==> src/rtl/zigzag_pkg.sv <==
// ----------------------------------------------------------------------------
// zigzag_pkg
//   Constants and types shared by the zigzag serializer and the unzigzag
//   reconstruction path:
//     ZZ_Q                - default signed coefficient width
//     ZZ_BLOCK_BUFF_SIZE  - coefficients per 8x8 block (64)
//     ZZ_LAST_IDX         - highest zigzag index (63)
//     ZZ_RC               - zigzag index -> {row[2:0], col[2:0]} table
//     zz_state_e          - serializer FSM state (EMPTY / STREAM)
//     zz_row / zz_col     - helpers that split a ZZ_RC entry
// ----------------------------------------------------------------------------
package zigzag_pkg;

   localparam int ZZ_Q               = 12;
   localparam int ZZ_BLOCK_BUFF_SIZE = 64;
   localparam int ZZ_LAST_IDX        = ZZ_BLOCK_BUFF_SIZE - 1;

   // Each entry is {row, col} packed as row*8+col. Entry k is the block
   // position emitted at zigzag index k; unzigzag writes beat k back to the
   // same position, so the two directions cannot drift apart.
   localparam logic [5:0] ZZ_RC [64] = '{
      6'd0,  6'd1,  6'd8,  6'd16, 6'd9,  6'd2,  6'd3,  6'd10,
      6'd17, 6'd24, 6'd32, 6'd25, 6'd18, 6'd11, 6'd4,  6'd5,
      6'd12, 6'd19, 6'd26, 6'd33, 6'd40, 6'd48, 6'd41, 6'd34,
      6'd27, 6'd20, 6'd13, 6'd6,  6'd7,  6'd14, 6'd21, 6'd28,
      6'd35, 6'd42, 6'd49, 6'd56, 6'd57, 6'd50, 6'd43, 6'd36,
      6'd29, 6'd22, 6'd15, 6'd23, 6'd30, 6'd37, 6'd44, 6'd51,
      6'd58, 6'd59, 6'd52, 6'd45, 6'd38, 6'd31, 6'd39, 6'd46,
      6'd53, 6'd60, 6'd61, 6'd54, 6'd47, 6'd55, 6'd62, 6'd63
   };

   typedef enum logic {
      ZZ_EMPTY  = 1'b0,
      ZZ_STREAM = 1'b1
   } zz_state_e;

   function automatic logic [2:0] zz_row(input logic [5:0] idx);
      logic [5:0] rc;
      rc = ZZ_RC[idx];
      return rc[5:3];
   endfunction

   function automatic logic [2:0] zz_col(input logic [5:0] idx);
      logic [5:0] rc;
      rc = ZZ_RC[idx];
      return rc[2:0];
   endfunction

endpackage

==> src/rtl/zz_last_nz.sv <==
// ----------------------------------------------------------------------------
// zz_last_nz
//   Combinational scan of an 8x8 block in zigzag order. Reports the highest
//   zigzag index whose coefficient is nonzero, or flags that the whole block
//   is zero.
//   Ports:
//     i_block   in   [7:0][7:0][Q-1:0]  coefficients, [row][col]
//     o_last_nz out  6                  highest nonzero zigzag index
//     o_none    out  1                  1 when every coefficient is zero
// ----------------------------------------------------------------------------
module zz_last_nz
   import zigzag_pkg::*;
#(
   parameter int Q = ZZ_Q
) (
   input  logic [7:0][7:0][Q-1:0] i_block,
   output logic [5:0]             o_last_nz,
   output logic                   o_none
);

   // Ascending scan: a later nonzero hit overwrites an earlier one, so the
   // surviving value is the highest nonzero index.
   always_comb begin
      o_last_nz = '0;
      o_none    = 1'b1;
      for (int i = 0; i < 64; i++) begin
         if (i_block[zz_row(6'(i))][zz_col(6'(i))] != '0) begin
            o_last_nz = 6'(i);
            o_none    = 1'b0;
         end
      end
   end

endmodule

==> src/rtl/zigzag_serializer.sv <==
// ----------------------------------------------------------------------------
// zigzag_serializer
//   Accepts a whole 8x8 coefficient block in one cycle and streams it out one
//   coefficient per beat in JPEG zigzag order, tagging each beat with its
//   zigzag index, an end-of-block flag and a "rest of block is zero" flag.
//
//   Handshakes (both ports): a transfer happens on a rising edge where
//   valid=1 and ready=1. The producer holds valid and payload steady until
//   the transfer; ready may change freely. in_ready additionally rises on the
//   final beat of a block so the next block follows with no bubble.
//
//   Ports:
//     clock          in   1                  rising-edge clock
//     reset_n        in   1                  asynchronous active-low reset
//     in_valid       in   1                  in_block holds a full block
//     in_ready       out  1                  block accepted this edge if valid
//     in_block       in   [7:0][7:0][Q-1:0]  signed coefficients, [row][col]
//     out_valid      out  1                  output beat valid
//     out_ready      in   1                  sink consumes current beat
//     out_coef       out  signed [Q-1:0]     current coefficient
//     out_idx        out  6                  zigzag index of out_coef
//     out_last       out  1                  out_idx == 63
//     out_tail_zero  out  1                  all later coefficients are zero
//     o_dbg_state    out  zz_state_e         FSM state for observation
// ----------------------------------------------------------------------------
module zigzag_serializer
   import zigzag_pkg::*;
#(
   parameter int Q     = ZZ_Q,
   // Only 64 coefficients per block are supported.
   parameter int NCOEF = ZZ_BLOCK_BUFF_SIZE
) (
   input  logic                          clock,
   input  logic                          reset_n,
   input  logic                          in_valid,
   output logic                          in_ready,
   input  logic signed [7:0][7:0][Q-1:0] in_block,
   output logic                          out_valid,
   input  logic                          out_ready,
   output logic signed [Q-1:0]           out_coef,
   output logic [5:0]                    out_idx,
   output logic                          out_last,
   output logic                          out_tail_zero,
   output zz_state_e                     o_dbg_state
);

   localparam logic [5:0] LAST_IDX = 6'(NCOEF - 1);

   // Registered state: buffer, FSM state, current index, last-nonzero info.
   logic [7:0][7:0][Q-1:0] r_buf;
   zz_state_e              r_state;
   logic [5:0]             r_idx;
   logic [5:0]             r_last_nz;
   logic                   r_none;

   logic [5:0]             w_last_nz;
   logic                   w_none;
   logic                   w_at_last;
   logic                   w_beat;
   logic                   w_can_load;
   logic                   w_load;
   logic [2:0]             w_row;
   logic [2:0]             w_col;

   zz_last_nz #(
      .Q (Q)
   ) u_last_nz (
      .i_block   (in_block),
      .o_last_nz (w_last_nz),
      .o_none    (w_none)
   );

   assign w_at_last  = (r_idx == LAST_IDX);
   assign w_beat     = (r_state == ZZ_STREAM) & out_ready;
   // A new block may enter when nothing is held, or when the final beat of
   // the held block is consumed on this same edge.
   assign w_can_load = (r_state == ZZ_EMPTY) | (w_beat & w_at_last);
   assign w_load     = in_valid & w_can_load;

   // reset_n gates the port only; the FSM itself is held by the async reset,
   // so the buffer load enable does not need it.
   assign in_ready   = reset_n & w_can_load;

   always_ff @(posedge clock or negedge reset_n) begin
      if (!reset_n) begin
         r_state   <= ZZ_EMPTY;
         r_idx     <= '0;
         r_last_nz <= '0;
         r_none    <= 1'b1;
      end else begin
         case (r_state)
            ZZ_EMPTY: begin
               if (w_load) begin
                  r_state   <= ZZ_STREAM;
                  r_idx     <= '0;
                  r_last_nz <= w_last_nz;
                  r_none    <= w_none;
               end
            end
            ZZ_STREAM: begin
               if (w_beat) begin
                  if (w_at_last) begin
                     r_idx <= '0;
                     if (w_load) begin
                        // Back-to-back: stay in STREAM on the new block.
                        r_last_nz <= w_last_nz;
                        r_none    <= w_none;
                     end else begin
                        r_state <= ZZ_EMPTY;
                     end
                  end else begin
                     r_idx <= r_idx + 6'd1;
                  end
               end
            end
            default: r_state <= ZZ_EMPTY;
         endcase
      end
   end

   // Datapath buffer: never cleared, outputs are masked while not streaming.
   always_ff @(posedge clock) begin
      if (w_load) begin
         r_buf <= in_block;
      end
   end

   assign w_row         = zz_row(r_idx);
   assign w_col         = zz_col(r_idx);

   assign out_valid     = (r_state == ZZ_STREAM);
   assign out_idx       = out_valid ? r_idx : 6'd0;
   assign out_last      = out_valid & w_at_last;
   assign out_coef      = out_valid ? r_buf[w_row][w_col] : '0;
   assign out_tail_zero = out_valid & (r_none | (r_idx >= r_last_nz));
   assign o_dbg_state   = r_state;

endmodule
==> config.mk <==
export PLATFORM = sky130hd
export DESIGN_NAME = zigzag_serializer
export DESIGN_NICKNAME = d
export VERILOG_FILES = /design/src/rtl/zigzag_pkg.sv /design/src/rtl/zz_last_nz.sv /design/src/rtl/zigzag_serializer.sv
export SDC_FILE = /design/constraint.sdc
export NUM_CORES = 1
export LEC_CHECK = 0
export ABC_CLOCK_PERIOD_IN_PS = 19100
export CORE_AREA = 2 2 309 311
export CTS_BUF_LIST = sky130_fd_sc_hd__clkbuf_8
export DETAILED_ROUTE_END_ITERATION = 10
export DIE_AREA = 0 0 311 313
export HOLD_SLACK_MARGIN = 0.03
export PLACE_DENSITY = 0.61
export RECOVER_POWER = 50
export SLEW_MARGIN = 40
export SYNTH_ARGS = -nofsm -noshare
export SYNTH_HDL_FRONTEND = slang
export SYNTH_SLANG_ARGS = --single-unit
export TNS_END_PERCENT = 10
==> constraint.sdc <==
create_clock -name clock -period 19.1 [get_ports clock]
set_clock_uncertainty 0.1 [all_clocks]
set_input_delay 5.73 -clock clock [delete_from_list [all_inputs] [get_ports clock]]
set_output_delay 5.73 -clock clock [all_outputs]
set_load 0.01 [all_outputs]
==> flow_summary_export.csv, run 1 <==
group,metric,value,unit
cts,clk_transition_reported_paths,60,ps
sta,max_freq,0.0744,GHz
placed_design,placed_cells_incl_taps,4605,
cts,htree_levels,4,
synthesis,synthesis.yosys.warnings,0,
sta,fin_tns_setup,0,ps
critical_path,cp_slowest_cell,"dlygate4sd3_1",
power_and_ir_drop,static-leakage-power,15.6,nW
critical_path,worstSetupEndpointType,"output port",
cts,cts-resized-gates,0,
grt,grt_pass1_wl,200000,um
synthesis,synth-edff-count,768,
power_and_ir_drop,power_switching_share,47.4,%
min_path,min_path_type,"reg -> reg",
route,antenna_violating_nets_post_route,0,
synthesis,ys_seq_area_share,68.1,%
route,met3_length,11600,um
power_and_ir_drop,share_clk_of_total_power,19.5,%
critical_path,worst_r2r_end,"r_buf[480]$_DFFE_PP_",
route,uppermost_layer_routed,"met5",
synthesis,postSynth.asyncResetShare,1.79,%
critical_path,timing.critical_path.from_type,"input port",
final_layout,filler_instances,8508,
floorplanning,floorplan.initialDensity,36.5,%
critical_path,worst-endpoint-arrival,7610,ps
grt,grt_overflow_total,0,
final_layout,layout.area.seq,0.0234,mm2
placed_design,hpwl,110000,um
floorplanning,io_pins,795,
critical_path,cp_data_required_time,13270,ps
power_and_ir_drop,power.density,163,mW/mm2
route,drcViolationCount,0,
grt,grt_start_max_net_pins,155,
final_layout,post-route-util,49.1,%
critical_path,stages_on_the_worst_setup_path,5,
sta,timing_max_transition_violations_final,0,
power_and_ir_drop,seq_power_share,25.6,%
job,max-cap-violations,0,
power_and_ir_drop,ir_worst_vdd,272,uV
synthesis,yosys-top-cells-area,"edfxtp_1 67%, nand2_1 5.3%, nor4_1 4.1%",
route,drt-pass1-iter-count,5,
critical_path,endpoint,"in_ready",
route,route.detailed.vias_per_inst,5.72,
floorplanning,fp.dieH,313,um
grt,number_of_global_route_vias_before_repair,27568,
grt,grt_usage,28.9,%
cts,postCtsSetupRepairBufs,0,
sta,fin_crit,13440,ps
critical_path,critical-path-top-delay-family,"buffers and inverters",
grt,grt_antenna_before_repair,66,
power_and_ir_drop,p_sw,3.57,mW
critical_path,worst_setup_path_startpoint,"out_ready",
synthesis,syn-num-nets,3456,
sta,fin_crit_sh,70.4,%
placed_design,post_dp_cell_area,0.0436,mm2
route,metal2_wl,71700,um
synthesis,yosysUniqueCellTypes,79,
power_and_ir_drop,intPower,3.96,mW
route,route.layer.met1.wl,55500,um
final_layout,post_layout_nonfiller_instances,4883,
final_layout,final_layout_size_suffix_gt1_share,7.23,%
cts,worstSkewPairLatency,820,ps
sta,timing.final.setup_violations,0,
sta,rsz0062_at_grt,"no",
synthesis,fraction_of_synthesized_cell_area_taken_by_the_top_area_cell_type,67.1,%
cts,cts_buffer_depth,3,
synthesis,post_synth_inst_count,2661,
final_layout,multiInputGateArea,0.0101,mm2
placed_design,place_congestion,0.917,
cts,cts_inserted_buffers,136,
route,total_length_of_routed_wires,144000,um
critical_path,worstRegToRegCells,7,
critical_path,timing.setup.critical_path_class,"in -> out",
sta,tightest_slew,1040,ps
cts,post_cts_hold_buffer_count,0,
route,routed_wire_length_per_instance,29.5,um
cts,cts.root.buffer_cell,"clkbuf_8",
synthesis,synth.avg_cell_area,12.9,um2
route,vias,27945,
critical_path,worst_path_max_stage_delay,560,ps
floorplanning,chipWidth,311,um
floorplanning,placement_rows,113,
critical_path,rr_startpoint,"r_idx[4]$_DFFE_PN0P_",
critical_path,path_buf_inv,3,
floorplanning,coreArea,0.0942,mm2
sta,timing.final.hold_violations,0,
status,run_status,"finished clean",
placed_design,place.port_buffers,794,
cts,clock_sink_count,782,
critical_path,cp_max_fo,4,
final_layout,area_growth_syn_to_layout,34.6,%
synthesis,synth.ff_latch_count,782,
power_and_ir_drop,power.combinational.fraction,54.9,%
final_layout,layout.cell_area.non_filler,0.0463,mm2
floorplanning,die_area,0.0973,mm2
synthesis,synth_area,0.0344,mm2
synthesis,yosys_most_used_dff,"edfxtp_1",
sta,timing.max_slew.rel_slack,30.4,%
critical_path,crit_chain,"dlygate4sd3_1 > inv_1 > o31ai_1 > and2_1 > clkdlybuf4s50_1",
cts,cts_tree,"yes",
critical_path,r2r_slack,13560,ps
final_layout,nets,4273,
synthesis,yosys.area.top_type,"edfxtp_1",
route,drtIter0Drc,3625,
-- cell usage in the layout, fill, tap and decap left out, drive strengths merged, types with 28 or more instances in the layout --
master and n:
dlygate4sd3 771, edfxtp 768, nand2 486, nor4 224
and3 166, clkbuf 138, nand3 134, a211oi 114
inv 76, nand4 72, buf 51, mux2i 50
clkinv 47, a32oi 45, nor2 44, nor3b 40
a311oi 35, diode 34, o21ai 33, nor3 31
a21oi 28
-- how the worst min path moves through the flow --
| stage | start | end | depth (start not counted) | slack [ps] |
|---|---|---|---|---|
| after global routing | r_last_nz[3]$_DFFE_PN0P_ | r_last_nz[3]$_DFFE_PN0P_ | 2 | 470 |
| final | r_last_nz[5]$_DFFE_PN0P_ | r_last_nz[5]$_DFFE_PN0P_ | 2 | 430 |
| after floorplan | r_last_nz[5]$_DFFE_PN0P_ | r_last_nz[5]$_DFFE_PN0P_ | 2 | 380 |
| after detailed placement | r_last_nz[5]$_DFFE_PN0P_ | r_last_nz[5]$_DFFE_PN0P_ | 2 | 410 |
| after global placement | r_last_nz[5]$_DFFE_PN0P_ | r_last_nz[5]$_DFFE_PN0P_ | 2 | 410 |
| after CTS | r_last_nz[5]$_DFFE_PN0P_ | r_last_nz[5]$_DFFE_PN0P_ | 2 | 420 |
-- registers in the layout, indices dropped and copies added (netlist names) --
| register | cells |
|---|---|
| r_idx | 6 |
| r_buf | 768 |
| r_none | 1 |
| o_dbg_state | 1 |
| r_last_nz | 6 |
-- logic make-up (layout without fill, tap and decap cells) --
family	Yosys count	after routing	share of synthesized area, %
compound gates	366	366	8.25
fa+ha+maj	23	23	0.837
buf+inv	193	1116	2.68
flops	782	782	68.1
mux	55	55	1.70
other cells	0	34	0
simple gates	1242	1242	18.4
-- power groups by stage --
stage / sequential, mW / combinational (mW) / clock, mW
finish: 1.93 / 4.13 / 1.47
CTS: 1.93 / 4.15 / 1.49
global placement: 1.96 / 4.10 / 0
detailed placement: 1.96 / 4.13 / 0
floorplan: 1.95 / 2.37 / 0
global route: 1.93 / 4.36 / 1.57
-- cells in the mapped netlist (all sizes together), types with 14 or more instances --
cell type	instances
edfxtp	768
nand2	486
nor4	224
and3	166
nand3	134
a211oi	114
buf	94
clkbuf	72
nand4	72
mux2i	50
a32oi	45
nor2	44
nor3b	40
a311oi	35
o21ai	33
nor3	31
a21oi	28
inv	27
ha	23
a311o	15
a31oi	14
-- stage by stage --
stage                     setup WS [ps]  power, mW  hold slack, ps
after floorplan                     353       4.32             384
after global placement             5780       6.06             405
after detailed placement           5730       6.10             410
after CTS                          5730       7.57             423
after global routing               5510       7.85             474
final                              5660       7.53             426
-- worst min-delay path, stage by stage (launching register included) --
cell,delay (ps)
dfrtp_1,320
inv_1,50
a21oi_1,110
-- area by class of cell --
cell class | instances | share of cell area (%)
Antenna cell | 34 | 0.184
Clock buffer | 138 | 4.10
Clock inverter | 106 | 1.39
Inverter | 27 | 0.222
Multi-Input combinational cell | 1686 | 21.8
Sequential cell | 782 | 50.6
Tap cell | 1265 | 3.42
Timing Repair Buffer | 845 | 18.2
-- routing by layer --
layer	global-route usage, %	up-vias
met5	0	-
met4	11.8	2
met3	5.58	294
met2	49.0	1660
met1	36.5	13756
li1	-	12233
Note: power is estimated with default switching activity, not from simulation.
==> run 2: changes to the inputs <==
- ABC_CLOCK_PERIOD_IN_PS: 19100 -> 13100
- PLACE_DENSITY: 0.61 -> 0.59
- clock period: 19.1 -> 13.1 ns (I/O delays scaled with it)
==> run 2 against run 1 <==
  * The run now ends with capacitance limit, slew limit left
  * Setup slack lost 3500 ps
  * Critical path depth rose by 9
  * Clock-buffer cell count up 1
  * Via count is 0.98% lower
  * Wire length is 0.37% higher
  * Sequential share of layout area fell by 0.064 points
  * Global-route usage increased by 0.051 points
  * Non-clock buffer count down 4
  * Largest power group unchanged
==> flow_summary_export.csv, run 2 (synthesis results as in run 1) <==
group,metric,value,unit
cts,postCtsSetupRepairBufs,0,
power_and_ir_drop,seq_power_share,25.6,%
cts,worstSkewPairLatency,840,ps
power_and_ir_drop,share_clk_of_total_power,19.2,%
cts,post_cts_hold_buffer_count,0,
route,antenna_violating_nets_post_route,0,
floorplanning,floorplan.initialDensity,36.5,%
sta,rsz0062_at_grt,"no",
status,run_status,"complete, but fails checks",
placed_design,place.port_buffers,794,
cts,cts_buffer_depth,3,
sta,fin_crit_sh,83.3,%
sta,timing_max_transition_violations_final,29,
floorplanning,chipWidth,311,um
route,drt-pass1-iter-count,6,
floorplanning,die_area,0.0973,mm2
final_layout,nets,4269,
placed_design,hpwl,111000,um
power_and_ir_drop,intPower,5.83,mW
power_and_ir_drop,ir_worst_vdd,426,uV
grt,grt_pass1_wl,200000,um
sta,max_freq,0.0917,GHz
final_layout,flip_flop_count_of_the_largest_register_all_copies_and_words_added,768,
grt,top_usage_layer,"met2",
cts,cts_inserted_buffers,136,
final_layout,top_register,"r_buf",
final_layout,reg_top3,"r_buf: 768 flops, r_idx: 6 flops, r_last_nz: 6 flops",
power_and_ir_drop,p_sw,5.18,mW
power_and_ir_drop,power.density,238,mW/mm2
route,drcViolationCount,0,
grt,met3_usage,5.72,%
critical_path,worst-endpoint-arrival,6880,ps
floorplanning,fp.dieH,313,um
route,route.detailed.vias_per_inst,5.70,
min_path,min_path_type,"reg -> reg",
sta,worst_slack,2190,ps
power_and_ir_drop,static-leakage-power,15.6,nW
route,vias,27672,
final_layout,layout.cells.most_common_list,"769 x dlygate4sd3_1, 768 x edfxtp_1, 484 x nand2_1",
cts,cts.root.buffer_cell,"clkbuf_8",
placed_design,pre_cts_slack,3210,ps
sta,fin_crit,10910,ps
sta,tightest_slew,1990,ps
cts,clk_transition_reported_paths,60,ps
sta,timing.final.setup_violations,0,
sta,finalHoldWorstSlack,416,ps
critical_path,cp_data_required_time,9070,ps
grt,grt_antenna_before_repair,56,
cts,cts-resized-gates,0,
job,max-cap-violations,1,
placed_design,place_congestion,0.938,
floorplanning,io_pins,795,
grt,grt_start_max_net_pins,161,
cts,htree_levels,4,
grt,global_route.usage.met2,50.2,%
route,routed_wire_length_per_instance,29.8,um
grt,number_of_global_route_vias_before_repair,27686,
grt,gr-usage-met1,35.9,%
final_layout,layout_commonest_cell,"dlygate4sd3_1",
critical_path,timing.setup.critical_path_class,"reg -> out",
cts,clock_sink_count,782,
final_layout,area_growth_syn_to_layout,34.8,%
critical_path,timing.critical_path.from_type,"register",
critical_path,cp_max_fo,107,
cts,cts_tree,"yes",
power_and_ir_drop,power_switching_share,47.1,%
grt,grt_usage,29.0,%
floorplanning,placement_rows,113,
sta,timing.max_slew.rel_slack,-32.4,%
grt,grt_overflow_total,0,
placed_design,placed_cells_incl_taps,4600,
status,failed_checks,"capacitance limit, slew limit",
power_and_ir_drop,power.combinational.fraction,55.2,%
route,drtIter0Drc,3561,
final_layout,filler_instances,8525,
sta,timing.final.hold_violations,0,
final_layout,final_layout_size_suffix_gt1_share,7.21,%
floorplanning,coreArea,0.0942,mm2
final_layout,post_layout_nonfiller_instances,4852,
critical_path,worstSetupEndpointType,"output port",
route,total_length_of_routed_wires,145000,um
[run 2: cell types whose count changed in the layout (fill, tap and decap cells not counted), moves of 4 or more]
cell / before / now
nor4_1: 220 / 215
inv_1: 69 / 65
diode_2: 34 / 24
nor4_2: 3 / 9
buf_4: 35 / 29
buf_12: 3 / 8
buf_16: 1 / 8
clkinv_1: 32 / 22
inv_6: 2 / 7
buf_6: 12 / 1
clkinv_8: 5 / 1
[run 2: worst paths after layout]
kind                            slack, ps                       end                     start  cells after the start
worst max-delay path                 2190               out_coef[7]      r_idx[0]$_DFFE_PN0P_                     14
worst min-delay path                  420  r_last_nz[5]$_DFFE_PN0P_  r_last_nz[5]$_DFFE_PN0P_                      2
worst max register to register       7160      r_buf[416]$_DFFE_PP_      r_idx[0]$_DFFE_PN0P_                      9
worst min register to register        420  r_last_nz[5]$_DFFE_PN0P_  r_last_nz[5]$_DFFE_PN0P_                      2
max in group asynchronous            9110      r_idx[4]$_DFFE_PN0P_                   reset_n                      1
min in group asynchronous            3120  r_last_nz[1]$_DFFE_PN0P_                   reset_n                      1
[run 2: layer usage]
layer / vias to the layer above / share of wire [%]
met5: - / 0.030
met4: 6 / 3.2
met3: 247 / 6.9
met2: 1470 / 51
met1: 13738 / 39
li1: 12211 / -
[run 2: power by group through the flow]
stage / Clock [mW] / Sequential, mW / Combinational [mW]
2_1_floorplan: 0 / 2.84 / 3.46
4_1_cts: 2.15 / 2.81 / 6.04
3_5_place_dp: 0 / 2.86 / 6.02
3_3_place_gp: 0 / 2.86 / 5.96
5_1_grt: 2.25 / 2.82 / 6.38
6_report: 2.11 / 2.81 / 6.08
[run 2: through the flow]
stage                     instance area (um2)  setup TNS (ps)  power [mW]  util [%]
after floorplan                         34400        -2444950        6.30         -
after global placement                  43600               0        8.82      46.3
after detailed placement                43800               0        8.88      46.5
after CTS                               46300               0        11.0      49.1
after global routing                    46300               0        11.4      49.2
final                                   46300               0        11.0      49.2
[run 2: worst max-delay path: stages, from the launching register on]
cell	delay, ps
dfrtp_1	800
inv_1	330
ha_1	470
nor2_1	170
a211oi_1	100
nor3_4	380
buf_4	500
and2_4	660
buf_12	430
nand2_1	120
a32oi_1	370
nand3_1	230
a31o_1	400
nand4_1	240
clkdlybuf4s50_1	600
[run 2: final cells by class]
type                    count  area [um2]  area share [%]
flip-flops and latches    782       23400            50.5
multi-input cells        1686       10100            21.9
repair buffers            841        8550            18.5
clock buffers             139        1910            4.13
well taps                1265        1580            3.42
clock inverters            88         542            1.17
inverters                  27         115           0.248
diodes                     24        60.1           0.130
